### src/rtl/sar_conv_scheduler_pkg.sv
// Shared types and defaults for the SAR conversion scheduler.
// Optional averaging build: define SAR_SCHED_AVG_EN.
package sar_pkg;

   localparam int SAR_W           = 8;
   localparam int DEF_SETTLE_CYC  = 2;
   localparam int DEF_TIMEOUT_CYC = 32;

   typedef enum logic [2:0] {
      ST_IDLE     = 3'd0,
      ST_SETTLE   = 3'd1,
      ST_CONVERT  = 3'd2,
      ST_WAIT_EOC = 3'd3,
      ST_STORE    = 3'd4,
      ST_NEXT     = 3'd5
   } sar_state_e;

endpackage

### src/rtl/sar_conv_scheduler_if.sv
// Scheduler <-> SAR ADC / analog mux connection.
// Optional averaging build: define SAR_SCHED_AVG_EN (no effect on this bundle).
interface sar_conv_scheduler_if #(
   parameter int NUM_CH = 4
) ();
   import sar_pkg::*;

   localparam int CH_W = $clog2(NUM_CH);

   logic              adc_cnvst;
   logic [CH_W-1:0]   ch_sel;
   logic [SAR_W-1:0]  adc_sar;
   logic              adc_eoc;

   modport master (output adc_cnvst, output ch_sel, input adc_sar, input adc_eoc);
   modport slave  (input adc_cnvst, input ch_sel, output adc_sar, output adc_eoc);

endinterface

### src/rtl/sar_conv_scheduler_chsel.sv
// Priority search for the next enabled channel (lowest enabled when i_first).
// Optional averaging build: define SAR_SCHED_AVG_EN (no effect on this module).
module sar_sched_chsel #(
   parameter int NUM_CH = 4,
   parameter int CH_W   = 2
) (
   input  logic [NUM_CH-1:0] i_mask,
   input  logic [CH_W-1:0]   i_cur,
   input  logic              i_first,
   output logic [CH_W-1:0]   o_next,
   output logic              o_found
);

   // Scan from the top down so the last hit is the lowest qualifying channel.
   always_comb begin
      o_next  = '0;
      o_found = 1'b0;
      for (int unsigned k = 0; k < NUM_CH; k++) begin
         if (i_mask[NUM_CH-1-k] && (i_first || ((NUM_CH-1-k) > 32'(i_cur)))) begin
            o_next  = CH_W'(NUM_CH-1-k);
            o_found = 1'b1;
         end
      end
   end

endmodule

### src/rtl/sar_conv_scheduler.sv
// Multiplexed SAR ADC scan scheduler with per-channel result store and timeout.
// Optional 4-sample averaging per channel: define SAR_SCHED_AVG_EN.
module sar_conv_scheduler
   import sar_pkg::*;
#(
   parameter int NUM_CH      = 4,
   parameter int SETTLE_CYC  = DEF_SETTLE_CYC,
   parameter int TIMEOUT_CYC = DEF_TIMEOUT_CYC,
   localparam int CH_W       = $clog2(NUM_CH)
) (
   input  logic                 i_clk,
   input  logic                 i_rst_n,
   input  logic                 i_start,
   input  logic [NUM_CH-1:0]    i_ch_en,
   input  logic [CH_W-1:0]      i_rd_ch,
   output logic [SAR_W-1:0]     o_rd_data,
   output logic                 o_busy,
   output logic                 o_done,
   output logic                 o_timeout_err,
   output logic [NUM_CH-1:0]    o_res_valid,
   sar_conv_scheduler_if.master adc
);

   sar_state_e          r_state;
   logic [NUM_CH-1:0]   r_mask;
   logic [NUM_CH-1:0]   r_res_valid;
   logic [CH_W-1:0]     r_ch_sel;
   logic [3:0]          r_settle_cnt;
   logic [7:0]          r_tmo_cnt;
   logic [SAR_W-1:0]    r_result [NUM_CH];
   logic                r_done;
   logic                r_timeout_err;
`ifdef SAR_SCHED_AVG_EN
   logic [SAR_W+1:0]    r_acc;
   logic [1:0]          r_nconv;
   logic [SAR_W+1:0]    w_acc_sum;
`else
   logic [SAR_W-1:0]    r_cap;
`endif

   logic                w_search_first;
   logic [NUM_CH-1:0]   w_search_mask;
   logic [CH_W-1:0]     w_next_ch;
   logic                w_next_found;

   // In IDLE the live mask is searched from channel 0; afterwards the latched mask above ch_sel.
   assign w_search_first = (r_state == ST_IDLE);
   assign w_search_mask  = w_search_first ? i_ch_en : r_mask;

   sar_sched_chsel #(
      .NUM_CH (NUM_CH),
      .CH_W   (CH_W)
   ) u_chsel (
      .i_mask  (w_search_mask),
      .i_cur   (r_ch_sel),
      .i_first (w_search_first),
      .o_next  (w_next_ch),
      .o_found (w_next_found)
   );

`ifdef SAR_SCHED_AVG_EN
   assign w_acc_sum = r_acc + {2'b00, adc.adc_sar};
`endif

   always_ff @(posedge i_clk or negedge i_rst_n) begin
      if (!i_rst_n) begin
         r_state       <= ST_IDLE;
         r_mask        <= '0;
         r_res_valid   <= '0;
         r_ch_sel      <= '0;
         r_settle_cnt  <= '0;
         r_tmo_cnt     <= '0;
         r_done        <= 1'b0;
         r_timeout_err <= 1'b0;
         for (int unsigned i = 0; i < NUM_CH; i++) r_result[i] <= '0;
`ifdef SAR_SCHED_AVG_EN
         r_acc         <= '0;
         r_nconv       <= '0;
`else
         r_cap         <= '0;
`endif
      end else begin
         r_done <= 1'b0;
         case (r_state)
            ST_IDLE: begin
               if (i_start) begin
                  r_mask        <= i_ch_en;
                  r_res_valid   <= '0;
                  r_timeout_err <= 1'b0;
                  r_settle_cnt  <= '0;
                  if (w_next_found) begin
                     r_ch_sel <= w_next_ch;
                     r_state  <= ST_SETTLE;
`ifdef SAR_SCHED_AVG_EN
                     r_acc    <= '0;
                     r_nconv  <= '0;
`endif
                  end else begin
                     r_done <= 1'b1;
                  end
               end
            end
            ST_SETTLE: begin
               if (r_settle_cnt == 4'(SETTLE_CYC-1)) begin
                  r_settle_cnt <= '0;
                  r_state      <= ST_CONVERT;
               end else begin
                  r_settle_cnt <= r_settle_cnt + 4'd1;
               end
            end
            ST_CONVERT: begin
               r_tmo_cnt <= '0;
               r_state   <= ST_WAIT_EOC;
            end
            ST_WAIT_EOC: begin
               // eoc is tested before expiry so an eoc on the final cycle still succeeds.
               if (adc.adc_eoc) begin
`ifdef SAR_SCHED_AVG_EN
                  r_acc <= w_acc_sum;
                  if (r_nconv == 2'd3) begin
                     r_state <= ST_STORE;
                  end else begin
                     r_nconv <= r_nconv + 2'd1;
                     r_state <= ST_CONVERT;
                  end
`else
                  r_cap   <= adc.adc_sar;
                  r_state <= ST_STORE;
`endif
               end else if (r_tmo_cnt == 8'(TIMEOUT_CYC-1)) begin
                  r_timeout_err <= 1'b1;
                  r_state       <= ST_NEXT;
               end else begin
                  r_tmo_cnt <= r_tmo_cnt + 8'd1;
               end
            end
            ST_STORE: begin
`ifdef SAR_SCHED_AVG_EN
               r_result[r_ch_sel] <= r_acc[SAR_W+1:2];
`else
               r_result[r_ch_sel] <= r_cap;
`endif
               r_res_valid[r_ch_sel] <= 1'b1;
               r_state               <= ST_NEXT;
            end
            ST_NEXT: begin
               if (w_next_found) begin
                  r_ch_sel     <= w_next_ch;
                  r_settle_cnt <= '0;
                  r_state      <= ST_SETTLE;
`ifdef SAR_SCHED_AVG_EN
                  r_acc        <= '0;
                  r_nconv      <= '0;
`endif
               end else begin
                  r_done  <= 1'b1;
                  r_state <= ST_IDLE;
               end
            end
            default: r_state <= ST_IDLE;
         endcase
      end
   end

   assign adc.adc_cnvst   = (r_state == ST_CONVERT);
   assign adc.ch_sel      = r_ch_sel;
   assign o_busy          = (r_state != ST_IDLE);
   assign o_done          = r_done;
   assign o_timeout_err   = r_timeout_err;
   assign o_res_valid     = r_res_valid;
   assign o_rd_data       = (32'(i_rd_ch) < NUM_CH) ? r_result[i_rd_ch] : '0;

endmodule

### src/flat_wrapper.sv
// flat-port wrapper written by rule: the top's interface ports become plain ports
module sar_conv_scheduler_flat import sar_pkg::*;
#(
   parameter int NUM_CH      = 4,
   parameter int SETTLE_CYC  = DEF_SETTLE_CYC,
   parameter int TIMEOUT_CYC = DEF_TIMEOUT_CYC,
   localparam int CH_W       = $clog2(NUM_CH)
)
  (i_clk, i_rst_n, i_start, i_ch_en, i_rd_ch, o_rd_data, o_busy, o_done, o_timeout_err, o_res_valid, adc_adc_cnvst, adc_ch_sel, adc_adc_sar, adc_adc_eoc);
  sar_conv_scheduler_if #(.NUM_CH(NUM_CH)) adc_i ();
  input  logic i_clk;
  input  logic i_rst_n;
  input  logic i_start;
  input  logic [NUM_CH-1:0] i_ch_en;
  input  logic [CH_W-1:0] i_rd_ch;
  output logic [SAR_W-1:0] o_rd_data;
  output logic o_busy;
  output logic o_done;
  output logic o_timeout_err;
  output logic [NUM_CH-1:0] o_res_valid;
  output wire logic [$bits(adc_i.adc_cnvst)-1:0] adc_adc_cnvst;
  output wire logic [$bits(adc_i.ch_sel)-1:0] adc_ch_sel;
  input wire logic [$bits(adc_i.adc_sar)-1:0] adc_adc_sar;
  input wire logic [$bits(adc_i.adc_eoc)-1:0] adc_adc_eoc;
  assign adc_adc_cnvst = adc_i.adc_cnvst;
  assign adc_ch_sel = adc_i.ch_sel;
  assign adc_i.adc_sar = adc_adc_sar;
  assign adc_i.adc_eoc = adc_adc_eoc;
  sar_conv_scheduler #(.NUM_CH(NUM_CH), .SETTLE_CYC(SETTLE_CYC), .TIMEOUT_CYC(TIMEOUT_CYC)) u_core (.i_clk(i_clk), .i_rst_n(i_rst_n), .i_start(i_start), .i_ch_en(i_ch_en), .i_rd_ch(i_rd_ch), .o_rd_data(o_rd_data), .o_busy(o_busy), .o_done(o_done), .o_timeout_err(o_timeout_err), .o_res_valid(o_res_valid), .adc(adc_i));
endmodule
### config.mk
export PLATFORM = sky130hd
export DESIGN_NAME = sar_conv_scheduler_flat
export DESIGN_NICKNAME = d
export VERILOG_FILES = /design/src/rtl/sar_conv_scheduler_pkg.sv /design/src/rtl/sar_conv_scheduler_if.sv /design/src/rtl/sar_conv_scheduler_chsel.sv /design/src/rtl/sar_conv_scheduler.sv /design/src/flat_wrapper.sv
export SDC_FILE = /design/constraint.sdc
export NUM_CORES = 1
export LEC_CHECK = 0
export BUFFER_PORTS_ARGS = -buffer_cell sky130_fd_sc_hd__buf_4
export CAP_MARGIN = 40
export CORE_ASPECT_RATIO = 1.1
export CORE_UTILIZATION = 58
export DETAILED_ROUTE_END_ITERATION = 10
export PLACE_DENSITY_LB_ADDON = 0.3
export SLEW_MARGIN = 20
export SYNTH_ARGS = -nofsm -noshare
export SYNTH_HDL_FRONTEND = slang
export SYNTH_HIERARCHICAL = 1
export SYNTH_SLANG_ARGS = --single-unit
### constraint.sdc
create_clock -name i_clk -period 2.6 [get_ports i_clk]
set_input_delay 0.26 -clock i_clk [delete_from_list [all_inputs] [get_ports i_clk]]
set_output_delay 0.26 -clock i_clk [all_outputs]
set_load 0.03 [all_outputs]
======== Word level (Yosys, flattened, before mapping) ========
Index checks and enable logic that the tools add are counted.
cells by class
  reductions and logical operators ........ 24
  add/subtract/negate cells ............... 2
  order comparisons ....................... 8
  equal/unequal tests ..................... 15
  bitwise operators ....................... 3
  muxes and demuxes ....................... 42
operators by type and width
  cell                   number
  $mux W8                5
  $bwmux W32             1
  $pmux W3 S6            1
  $bmux W8 S2            1
  $demux W8 S2           1
  $mux W4                4
  $pmux W8 S2            1
  $mux W3                5
  $mux W2                6
  $pmux W4 S3            1
  $mux W1                11
  $add A8 B1 Y8 const B  1
  $eq A8 B5 Y1 const B   1
  $ne A2 B2 Y1 const B   4
  $pmux W4 S2            1
  $reduce_and A2 Y1      4
  $reduce_and A4 Y1      2
  $reduce_bool A2 Y1     4
  $eq A3 B2 Y1 const B   2
  $eq A3 B3 Y1 const B   2
  $ge A3 B3 Y1 const B   2
  $logic_and A1 B1 Y1    6
  $ne A2 B1 Y1 const B   3
  $not A2 Y3             2
  other kinds (17)       23
word-level totals
  word-level logic and storage cells ...... 107
  bits of input ports ..................... 18
  register bits ........................... 67
  output and inout bits ................... 18

======== Depth between registers and ports, before layout ========
  depth in word-level cells ............... 10
  depth in mapped cells ................... 13
  gate-level depth less buffers ........... 12

======== By module ========
The synthesis kept the hierarchy.
by module, submodules not included
  module              area an instance (µm²)  instances  seq. area each (µm²)  cells each
  sar_conv_scheduler  3,044.2                 1          1,676.6               235
  sar_sched_chsel     93.8                    1          0.0                   16

======== Worst setup path after synthesis ========
OpenSTA, ideal clock, no wires.
  path kind ............................... reg2reg
  start point ............................. register u_core.r_state[0]
  end point ............................... register u_core.r_ch_sel[0], in the netlist u_core/adc.ch_sel[0]
  setup time .............................. 0.125 ns
  slack ................................... 0.020 ns
  data required time ...................... 2.475 ns
  period minus slack after synthesis ...... 2.580 ns
  path buffers ............................ 1
  stages on the path, launching flop included .. 12
  data arrival time ....................... 2.455 ns
  path through ............................ dfrtp_1 buf_2 nor2_1 nand2_1 clkinv_1 nand2_1 nand2_1 a21oi_1 o21ai_0 inv_1 a211oi_1 mux2_2
on the way
  elaborated cells between the ends (all ways) .. 24
  those cells by class .................... eq/ne (2); mux (12); reduce/logical (10)
RTL lines
  what                               RTL line                                             RTL
  start: declaration                 sar_conv_scheduler.sv:24                             sar_state_e r_state;
  start signal: assignment           sar_conv_scheduler.sv:67                             r_state <= ST_IDLE;
  start signal: assignment           sar_conv_scheduler.sv:93                             r_state <= ST_SETTLE;
  start signal: assignment           sar_conv_scheduler.sv:106                            r_state <= ST_CONVERT;
  $logic_not A3 Y1 (*)               sar_conv_scheduler.sv:47                             assign w_search_first = (r_state == ST_IDLE);
  named net u_core.w_search_first    sar_conv_scheduler.sv:41                             logic w_search_first;
  $mux W4 (*)                        sar_conv_scheduler.sv:48                             assign w_search_mask = w_search_first ? i_ch_en : r_mask;
  named net u_core.w_search_mask[1]  sar_conv_scheduler.sv:42                             logic [NUM_CH-1:0] w_search_mask;
  $logic_and A1 B1 Y1 (*)            sar_conv_scheduler_chsel.sv:19                       if (i_mask[NUM_CH-1-k] && (i_first || ((NUM_CH-1-k) > 32'(i_cur)))) begin
  $mux W1 (*) (2 in a row)           sar_conv_scheduler_chsel.sv:19
  named net u_core.w_next_found      sar_conv_scheduler.sv:44                             logic w_next_found;
  $mux W2 (*)                        sar_conv_scheduler.sv:91, sar_conv_scheduler.sv:147
  $mux W2                            sar_conv_scheduler.sv:86                             if (i_start) begin
  $pmux W2 S2 (*)                    sar_conv_scheduler.sv:84                             case (r_state)
  end signal: assignment             sar_conv_scheduler.sv:92                             r_ch_sel <= w_next_ch;
  end signal: assignment             sar_conv_scheduler.sv:148                            r_ch_sel <= w_next_ch;
  end: declaration                   sar_conv_scheduler.sv:27                             logic [CH_W-1:0] r_ch_sel;
The timed path passes the listed nets; every way through them passes the cells marked *. The select of a mux whose other input is x is not followed.
A chain may end at the register's enable or synchronous reset.

======== Worst setup path after layout ========
  start point ............................. register u_core.r_state[0]
  end point ............................... register u_core.r_settle_cnt[3]
on the way
  word-level cells in the longest chain between the ends .. 9
  elaborated cells between the ends (all ways) .. 20
  those cells by class .................... eq/ne (4); mux (6); reduce/logical (10)
RTL lines
  what                                RTL line                        RTL
  $logic_not A3 Y1                    sar_conv_scheduler.sv:47
  named net u_core.w_search_first     sar_conv_scheduler.sv:41
  $mux W4                             sar_conv_scheduler.sv:48
  named net u_core.w_search_mask[3]   sar_conv_scheduler.sv:42
  $logic_and A1 B1 Y1                 sar_conv_scheduler_chsel.sv:19
  $mux W1 (4 in a row)                sar_conv_scheduler_chsel.sv:19
  named net u_core.w_next_found       sar_conv_scheduler.sv:44
  $ne A2 B2 Y1 (no source line)       --
  $reduce_and A3 Y1 (no source line)  --
  end signal: assignment              sar_conv_scheduler.sv:108       r_settle_cnt <= r_settle_cnt + 4'd1;
  end: declaration                    sar_conv_scheduler.sv:28        logic [3:0] r_settle_cnt;
The timed path passes the listed nets, and every way through them passes these cells.

==> qor.txt <==
final worst path period share - 0.876
setup slack, reg-to-reg - 320 ps
DR vias - 2153
diode count - 0
RR Endpoint - u_core/r_settle_cnt[3]
Setup TNS - 0 ps
DRT iter0 DRCs - 120
Yosys top cell area share - 0.534
fin cells - 375
final setup fails - 0
Worst EP required - 2830 ps
vias per inst - 5.74
Reg-to-Reg Start - u_core/r_state[0]
most used cell, CP - nand2_1
Top Ports - 36
Fin. Hold Viols - 0
residual DRC count - 0
Rel. slew slack - 0.617
cells on worst reg2reg path - 12
initial antenna violation count - 0
worst slew pin tran - 570 ps
total power draw - 4.55 mW
number of global-route vias before repair - 2235
cell count after placement - 357
Die ar. - 5710 sq um
FFs w/ async S/R, synth - 1.00
die height - 79.1 microns
hold_ws - 145 ps
post-layout util - 0.742
CP bufs+invs - 1
port bufs - 35
clock-pin slew on the worst setup and hold paths - 70 ps
Primary FF master, synth - dfrtp_1
FF+latch count, synth - 67
Max-Cap Viols - 0
root buffer cell - clkbuf_8
Final GP Congestion - 0.849
Crit Path Class - flip-flop to flip-flop
first-pass GRT wire length - 10.1 mm
1st-pass router iterations - 4
Mapped Avg Cell Area - 12.5 sq um
effective utilization at floorplan - 0.615
Post-synth top cells - dfrtp_1 (67), mux2_2 (46), nand2_1 (25), inv_1 (12), a21oi_1 (11)
Tmin final - 2280 ps
most frequent cell after synthesis - dfrtp_1
number of synthesized flops with an enable pin - 0
number of fill cells - 342
critical-path cell list - nor2_1 -> nand2_1 -> clkinv_1 -> nand2_1 -> nand2_1 -> nor2_1 -> a2bb2oi_1 -> o21ai_1 -> nand2_1 -> a21oi_1 -> o21ai_0 -> a21o_1
Pleak - 1.81 nW
CTS Buf Count - 9
Row Count - 27
CP Depth - 12
drt wl/cell - 16.1 microns
largest fanout on the critical path - 7
most area-consuming cells after synthesis - dfrtp_1 (53%), mux2_2 (17%), mux4_2 (5.7%)
dpl cell area - 3510 sq um
fraction of layout cells with a size suffix above 1 - 0.393
CP Launch Type - flip-flop
total gr overflow - 0
Max clock buf depth - 2
chip width - 72.1 microns
synthesized net count - 272
CP Capture Type - flip-flop
Worst VDD drop - 0.796 mV
Pwr Density - 1200 nW/um^2
worst-skew pair later-pin latency - 340 ps
FMAX - 439 MHz
wirelength, routed - 6.05 mm
htree depth - 3
crit path to - u_core/r_settle_cnt[3]
largest area contributor in the synthesized netlist - dfrtp_1
warnings from Yosys - 6
unrepaired setup endpoints after global routing - false
setup slack at placement - 199 ps
synthesized cell area - 3140 sq um
Area growth syn-to-layout - 20.6%
Synth cell types - 48
final worst slack - 323 ps
worst min path class - input pin to flip-flop
Synth Instances - 251
Nets - 319
status - completed
fin. max-slew vios - 0
Tot GR Track Use - 0.237
core area - 5100 sq um
remaining antenna violation count after routing - 0
detailed placement HPWL - 4.05 mm
CP max stage cell - dfrtp_1
skew final - 7.26 ps
CTS tree - done
Post-Layout Inst Area - 3780 sq um
delay-heaviest family, CP - compound AO/OA/AOI/OAI gates
CTS sink cnt - 67
Arr. time, crit path - 2510 ps
largest net degree at the start of global routing - 68
CP peak stage delay - 380 ps
register area share after synthesis - 0.534
CP startpoint - u_core/r_state[0]
==> area by class of cell <==
type / count / area (sq um) / area share
flip-flops and latches: 67 / 1680 / 0.443
multi-input cells: 162 / 1380 / 0.363
well taps: 72 / 90.1 / 0.0238
inverters: 13 / 48.8 / 0.0129
clock buffers: 11 / 141 / 0.0374
repair buffers: 45 / 353 / 0.0932
clock inverters: 5 / 100 / 0.0264
==> layer usage <==
metal	vias up	part of all wire	GRT usage
li1	1015	-	-
met1	1075	0.44	0.275
met2	50	0.51	0.409
met3	13	0.032	0.0457
met4	0	0.022	0.131
met5	-	0	0
==> cells by family (layout without fill, tap and decap cells) <==
group,after synthesis,after routing,synth area share
simple gates,60,60,0.103
buf+inv,22,74,0.0291
flops,67,67,0.534
compound gates,41,41,0.0869
fa+ha+maj,3,3,0.0120
xor+xnor,1,1,0.00279
mux,57,57,0.232
==> worst min-delay path by stage <==
stage	start	to	slack, ps	depth (start not counted)
floorplan	i_rst_n	u_core/adc.ch_sel[0]	-40	0
global placement	i_rst_n	u_core/r_result[29]	410	1
detailed placement	i_rst_n	u_core/r_result[29]	410	1
CTS	i_rst_n	u_core/r_result[29]	30	1
global route	adc_adc_sar[2]	u_core/r_cap[2]	130	2
finish	adc_adc_sar[0]	u_core/r_cap[0]	150	2
==> power by group <==
group	leakage [nW]	switching, mW	internal [mW]	total (mW)
Sequential	0.868	0.311	1.44	1.75
Combinational	0.816	0.915	0.850	1.76
Clock	0.123	0.377	0.660	1.04
==> state kept, by name (all words and copies together) (netlist names) <==
name	flops
u_core/adc.ch_sel	2
u_core/o_done	1
u_core/o_res_valid	4
u_core/o_timeout_err	1
u_core/r_cap	8
u_core/r_mask	4
u_core/r_result	32
u_core/r_settle_cnt	4
u_core/r_state	3
u_core/r_tmo_cnt	8
==> what timing repair did <==
item                                   4_1_cts  5_1_grt
setup endpoints to repair                    0        4
resized for setup                            0        2
hold buffers                                 0        1
endpoints found under the hold margin        0       26
setup buffers                                0        0
==> placed cells by master, fill, tap and decap left out, types with 2 or more instances in the layout <==
cell type  instances
dfrtp_1           67
clkbuf_8          10
clkinv_2           2
buf_4             43
nand3_1            5
nand2_1           25
nand2b_1           2
a21oi_1           11
inv_1             12
o21a_1             2
o21ai_0            6
a21boi_0           2
and3_1             2
mux2_2            46
nor2_1             6
bufinv_16          3
nor2b_1            2
ha_1               3
a21o_1             2
mux4_2             8
nor3_1             3
nor3b_1            2
mux2i_1            3
nand4_1            4
o31ai_1            2
nor4_1             2
o41ai_1            2
Power figures use the tool's default switching activity.
